<file path="src/rtl/arm_pkg.sv">
// arm_pkg: shared types, widths and rotate helper for the rotated-immediate encoder.
// The INV_SEARCH state exists only when IMM_INVERT_EN is defined.
package arm_pkg;
   localparam int ROT_STEPS = 16;
   localparam int IMM_W     = 8;
   localparam int ROT_W     = 4;

`ifdef IMM_INVERT_EN
   typedef enum logic [1:0] {S_IDLE, S_SEARCH, S_INV_SEARCH, S_DONE} enc_state_t;
`else
   typedef enum logic [1:0] {S_IDLE, S_SEARCH, S_DONE} enc_state_t;
`endif

   function automatic logic [31:0] rol32(input logic [31:0] value, input logic [4:0] amount);
      logic [63:0] w_dbl;
      w_dbl = {value, value} << amount;
      return w_dbl[63:32];
   endfunction
endpackage

</file>
<file path="src/rtl/imm_rot_check.sv">
// imm_rot_check: tests one rotation candidate k; hit when ROL(value, 2k) fits in 8 bits.
module imm_rot_check
   import arm_pkg::*;
(
   input  logic [31:0]      value,
   input  logic [ROT_W-1:0] k,
   output logic             hit,
   output logic [IMM_W-1:0] imm8
);
   logic [31:0] w_rot;

   assign w_rot = rol32(value, {k, 1'b0});
   assign hit   = (w_rot[31:IMM_W] == '0);
   assign imm8  = w_rot[IMM_W-1:0];
endmodule

</file>
<file path="src/rtl/imm_operand_encoder.sv">
// imm_operand_encoder: iterative search for an ARM {rot4, imm8} encoding of a 32-bit constant.
// Optional MVN-form fallback search on ~value when IMM_INVERT_EN is defined.
module imm_operand_encoder
   import arm_pkg::*;
#(
   parameter int SEARCH_PER_CYCLE = 1
) (
   input  logic        clk,
   input  logic        rst_n,
   input  logic        in_valid,
   output logic        in_ready,
   input  logic [31:0] in_value,
   output logic        out_valid,
   input  logic        out_ready,
   output logic        out_encodable,
   output logic [11:0] out_shift_operand,
   output logic        out_inverted
);
   enc_state_t       r_state, w_nxt_state;
   logic [31:0]      r_val, w_nxt_val, w_val;
   logic [ROT_W-1:0] r_rot, w_nxt_rot, w_k_sel;
   logic [IMM_W-1:0] w_imm_sel;
   logic [11:0]      r_so, w_nxt_so;
   logic             r_enc, w_nxt_enc, r_inv, w_nxt_inv, w_any, w_last, w_inv_phase;
   logic [ROT_W-1:0] w_k   [SEARCH_PER_CYCLE];
   logic             w_hit [SEARCH_PER_CYCLE];
   logic [IMM_W-1:0] w_imm [SEARCH_PER_CYCLE];

`ifdef IMM_INVERT_EN
   assign w_inv_phase = (r_state == S_INV_SEARCH);
`else
   assign w_inv_phase = 1'b0;
`endif
   assign w_val  = w_inv_phase ? ~r_val : r_val;
   assign w_last = (r_rot == ROT_W'(ROT_STEPS - SEARCH_PER_CYCLE));

   for (genvar g = 0; g < SEARCH_PER_CYCLE; g++) begin : g_chk
      assign w_k[g] = r_rot + ROT_W'(g);
      imm_rot_check u_chk (.value(w_val), .k(w_k[g]), .hit(w_hit[g]), .imm8(w_imm[g]));
   end

   // Scan high to low so the lowest hit index wins (canonical encoding).
   always_comb begin
      w_any     = 1'b0;
      w_k_sel   = '0;
      w_imm_sel = '0;
      for (int i = SEARCH_PER_CYCLE - 1; i >= 0; i--)
         if (w_hit[i]) begin
            w_any     = 1'b1;
            w_k_sel   = w_k[i];
            w_imm_sel = w_imm[i];
         end
   end

   always_comb begin
      w_nxt_state = r_state;
      w_nxt_val   = r_val;
      w_nxt_rot   = r_rot;
      w_nxt_enc   = r_enc;
      w_nxt_so    = r_so;
      w_nxt_inv   = r_inv;
      if (r_state == S_IDLE) begin
         if (in_valid) begin
            w_nxt_state = S_SEARCH;
            w_nxt_val   = in_value;
            w_nxt_rot   = '0;
            w_nxt_enc   = 1'b0;
            w_nxt_so    = '0;
            w_nxt_inv   = 1'b0;
         end
      end else if (r_state == S_DONE) begin
         if (out_ready) w_nxt_state = S_IDLE;
      end else if (w_any) begin
         w_nxt_state = S_DONE;
         w_nxt_enc   = 1'b1;
         w_nxt_so    = {w_k_sel, w_imm_sel};
         w_nxt_inv   = w_inv_phase;
      end else if (w_last) begin
`ifdef IMM_INVERT_EN
         w_nxt_state = w_inv_phase ? S_DONE : S_INV_SEARCH;
`else
         w_nxt_state = S_DONE;
`endif
         w_nxt_rot   = '0;
         w_nxt_enc   = 1'b0;
         w_nxt_so    = '0;
         w_nxt_inv   = 1'b0;
      end else begin
         w_nxt_rot   = r_rot + ROT_W'(SEARCH_PER_CYCLE);
      end
   end

   always_ff @(posedge clk or negedge rst_n) begin
      if (!rst_n) begin
         r_state <= S_IDLE;
         r_val   <= '0;
         r_rot   <= '0;
         r_enc   <= 1'b0;
         r_so    <= '0;
         r_inv   <= 1'b0;
      end else begin
         r_state <= w_nxt_state;
         r_val   <= w_nxt_val;
         r_rot   <= w_nxt_rot;
         r_enc   <= w_nxt_enc;
         r_so    <= w_nxt_so;
         r_inv   <= w_nxt_inv;
      end
   end

   assign in_ready          = (r_state == S_IDLE);
   assign out_valid         = (r_state == S_DONE);
   assign out_encodable     = r_enc;
   assign out_shift_operand = r_so;
   assign out_inverted      = r_inv;
endmodule

</file>
<file path="config.mk">
export PLATFORM = sky130hd
export DESIGN_NAME = imm_operand_encoder
export DESIGN_NICKNAME = d
export VERILOG_FILES = /design/src/rtl/arm_pkg.sv /design/src/rtl/imm_rot_check.sv /design/src/rtl/imm_operand_encoder.sv
export SDC_FILE = /design/constraint.sdc
export NUM_CORES = 1
export LEC_CHECK = 0
export ABC_AREA = 1
export BUFFER_PORTS_ARGS = -buffer_cell sky130_fd_sc_hd__buf_4
export CAP_MARGIN = 20
export CORE_ASPECT_RATIO = 2
export CORE_MARGIN = 1
export CORE_UTILIZATION = 55
export DETAILED_ROUTE_END_ITERATION = 16
export PLACE_DENSITY = 0.77
export SYNTH_ARGS = -nofsm -noshare
export SYNTH_HDL_FRONTEND = slang
export SYNTH_SLANG_ARGS = --single-unit
export TNS_END_PERCENT = 1
</file>
<file path="constraint.sdc">
create_clock -name clk -period 4.3 [get_ports clk]
set_input_delay 1.29 -clock clk [delete_from_list [all_inputs] [get_ports clk]]
set_output_delay 1.29 -clock clk [all_outputs]
set_load 0.02 [all_outputs]
</file>
### After elaboration in Yosys (flattened, before gate mapping)

Cells that the tools add are included.

* input port bits: 36
* word-level logic and storage cells: 49
* bits in registers: 52

* reduce and logical (&&, ||, !) cells: 8
* shift operators: 1
* muxes and demuxes: 27
* equality and inequality tests: 6
* add/subtract/negate cells: 1

Operators by type and width (count)
* 64-bit by 5-bit << shifter with 64-bit output: 1
* 12-bit 2-to-1 mux: 5
* 24-bit logical NOT: 1
* 4-bit 2-to-1 mux: 6
* 2-bit 2-to-1 mux: 6
* 1-bit 2-to-1 mux: 9
* 3-bit AND reduction: 3
* 8-bit 2-to-1 mux: 1
* 2-bit != test, second input constant: 3
* 4-bit by 1-bit adder with 4-bit output, second input constant: 1
* 4-bit equality test, second input constant: 1
* 4-bit nonzero test: 1
* 3-bit by 2-bit != test with 1-bit output, second input constant: 1
* 3-bit nonzero test: 1
* 2-bit equality test, second input constant: 1
* 2-bit logical NOT: 1
* 2-bit AND reduction: 1

### Longest topological paths before layout

* depth after elaboration: 6
* depth in mapped cells: 18
* mapped depth without buffers: 15

### Hierarchy

A second synthesis with hierarchy kept.

* cell total of the unflattened synthesis: 567
* area total of the unflattened synthesis: 3570.9 sq um

By module, submodules not included
* imm_operand_encoder: instances 1, cells each 238, seq. area each 1276.2 sq um, area an instance 2098.3 sq um
* imm_rot_check: instances 1, cells each 329, seq. area each 0.0 sq um, area an instance 1472.7 sq um

### Worst setup path before layout

OpenSTA, ideal clock, no wires.

* kind: register -> output
* start point: register r_state[0]
* end point: output port in_ready
* stages on the path, launching flop included: 3
* setup slack: 1964 ps
* arrival: 1046 ps
* cell sequence: dfrtp_1 buf_2 nor2_1

* word-level cells in the longest chain between the ends: 1

RTL lines
* from (decl): line imm_operand_encoder.sv:19 `enc_state_t r_state, w_nxt_state;`
* from (signal assigned): line imm_operand_encoder.sv:102 `r_state <= w_nxt_state;`
* 2-bit logical NOT: line imm_operand_encoder.sv:111 `assign in_ready = (r_state == S_IDLE);`
* to (decl): line imm_operand_encoder.sv:11 `output logic in_ready,`

No other way between the ends.

### Worst setup path after layout

Same ends and word-level chain as after synthesis.

==> out/results.txt <==
outcome: complete, no violations
CTS Buffer Depth: 2
Crit. End Element: output pin
Initial Util: 0.567
vias in the first global route: 3434
required time of the critical path: 3.01 ns
post-synthesis instance total: 551
drt pass-1 iters: 4
Setup Buffers After CTS: 0
DIE HEIGHT: 116 um
MaxCap Viol Count: 0
PortBufs: 50
placer congestion estimate: 0.953
Worst Reg-to-Reg Cells: 15
skew final: 0.00457 ns
P per Cell Area: 743 nW/um^2
routed vias: 3531
count of cell types in the netlist: 25
fin cells: 664
Synth Register Bits: 51
Resized Gates After CTS: 0
cell area after synthesis: 3550 um^2
grt ovf: 0
final setup vio count: 0
CTS tree: done
drt wl/cell: 13.6 um
Max VDD drop: 423 uV
drt via density: 5.32
Hold Buf Count CTS: 0
dominant cells by area after synthesis: dfrtp_1 36%, nand2_1 31%, nand3_1 11%
largest fanout on the critical path: 17
Critical Path AT: 1.62 ns
Fin Setup TNS: 0 ns
diode count: 0
DPL Wire Length: 6600 um
width of the die: 58.8 um
Final Max Slew Viols: 0
DIE AREA: 6800 um^2
final hold violations: 0
Filler cells: 640
synthesis-to-finish area growth: 12.4%
worst min path class: reg2reg
global-route wire length before repair: 15000 um
Rows: 41
Placed Cells: 656
Slew @ Worst Pin: 0.882 ns
total of warnings raised by yosys: 0
LEAKAGE: 2.24 nW
clock tree sinks: 51
Final min period: 2.91 ns
largest net degree at the start of global routing: 52
fmax: 343 MHz
Slew HR: 0.411
H-tree levels: 2
sequential fraction of the synthesis area: 0.360
# DRC: 0
GRT Total Usage: 0.290
Yosys top cell area share: 0.360
Post-DRT Antenna Nets: 0
share of layout cells above drive strength 1: 0.157
unrepaired setup endpoints after global routing: no
CTS clock-pin slew for the worst setup and hold paths: 0.06 ns
Starting DRT DRC Count: 163
Core ar.: 6260 um^2
DRT Wirelength: 9010 um
initial antenna violation count: 0
Syn Nets: 588
post-synth top area cell: dfrtp_1
Worst-Skew Late Latency: 0.29 ns
Synth Area per Inst: 6.44 um^2
Min-Delay Path Depth: 2
Top-Level Pins: 52
CP Class: reg2out
clock root cell: clkbuf_16
period utilisation layout: 0.678
Setup crit start kind: register
Final #Nets: 614
Num CTS Buffers: 5
==> cell usage in the layout (no fill, tap or decap) <==
cell type  count
clkbuf_16      5
nand3_4        1
o21ai_0        8
inv_1         10
clkbuf_1       1
dfrtp_1       51
nor2_1        20
conb_1         1
o21ai_2        1
nand3b_1       1
ha_1           1
nor3_1         1
nand2_2        9
a21oi_1        3
inv_2          5
nor2_4         2
nand2_4        3
xor2_1         1
inv_4          1
clkbuf_8       2
nand3_1       80
nand3_2        9
nand4_1       13
buf_4         53
nand2_1      296
==> sequential cells by signal, indices dropped and copies added, names as in the netlist <==
name and flops:
r_rot 4, out_encodable 1, r_val 32, r_state 2, out_shift_operand 12
==> final timing paths <==
check                            from  slack (ns)    endpoint
setup / recovery           r_state[0]        1.39    in_ready
min in group asynchronous       rst_n        1.02    r_rot[0]
setup reg to reg             r_rot[1]        1.51    r_rot[3]
hold / removal             r_state[1]        0.50  r_state[1]
hold reg to reg            r_state[1]        0.50  r_state[1]
max in group asynchronous       rst_n        2.82    r_val[2]
==> synthesized netlist by cell type <==
cell	count
nor3_1	1
inv_4	1
nand3_4	1
inv_2	5
nand3_1	80
xor2_1	1
buf_2	12
nand4_1	13
ha_1	1
clkbuf_1	8
a21oi_1	3
buf_6	7
nand3b_1	1
buf_4	7
nand2_4	3
nand2_2	9
nand2_1	296
dfrtp_1	51
inv_1	10
nor2_1	20
nand3_2	9
conb_1	1
o21ai_2	1
nor2_4	2
o21ai_0	8
==> per-stage QoR <==
stage	setup WS, ns	power, W	hold WS, ns	utilization	instance area [um^2]
6_report	1.39	0.00296	0.503	0.638	3990
5_1_grt	1.29	0.00327	0.529	0.638	3990
3_5_place_dp	1.40	0.00253	0.490	0.613	3830
3_3_place_gp	1.47	0.00251	0.484	0.613	3830
4_1_cts	1.39	0.00297	0.507	0.638	3990
2_1_floorplan	1.96	0.00220	0.463	-	3550
==> cell type report <==
cell class	count	area (um^2)	share of cell area
flip-flops and latches	51	1280	0.320
multi-input cells	450	1990	0.499
clock buffers	8	156	0.0392
inverters	16	62.6	0.0157
well taps	86	108	0.0270
repair buffers	53	398	0.0997
==> where the power goes <==
part           internal, W  total [W]  switching [W]
clock network     0.000248   0.000414       0.000166
registers         0.000642   0.000838       0.000196
logic             0.000557    0.00171        0.00115
total              0.00145    0.00296        0.00152
==> metal layers <==
layer,part of all wire,routed length (um),track usage,up-vias
met3,0.035,317,0.0324,26
met2,0.53,4810,0.530,93
met1,0.38,3420,0.302,1603
met5,0,0,0,-
met4,0.052,469,0.187,0
li1,-,-,-,1809
==> worst max-delay path, cell delays in order, from the launching register on <==
cell and delay (ns):
dfrtp_1 0.58, nor2_1 0.51, buf_4 0.24
==> logic make-up after synthesis <==
family / after synthesis / share of synthesized area
other cells: 1 / 0.00106
xor+xnor: 1 / 0.00247
buf+inv: 50 / 0.0800
fa+ha+maj: 1 / 0.00352
simple gates: 435 / 0.535
flops: 51 / 0.360
compound gates: 12 / 0.0180
(Power assumes the default switching activity.)
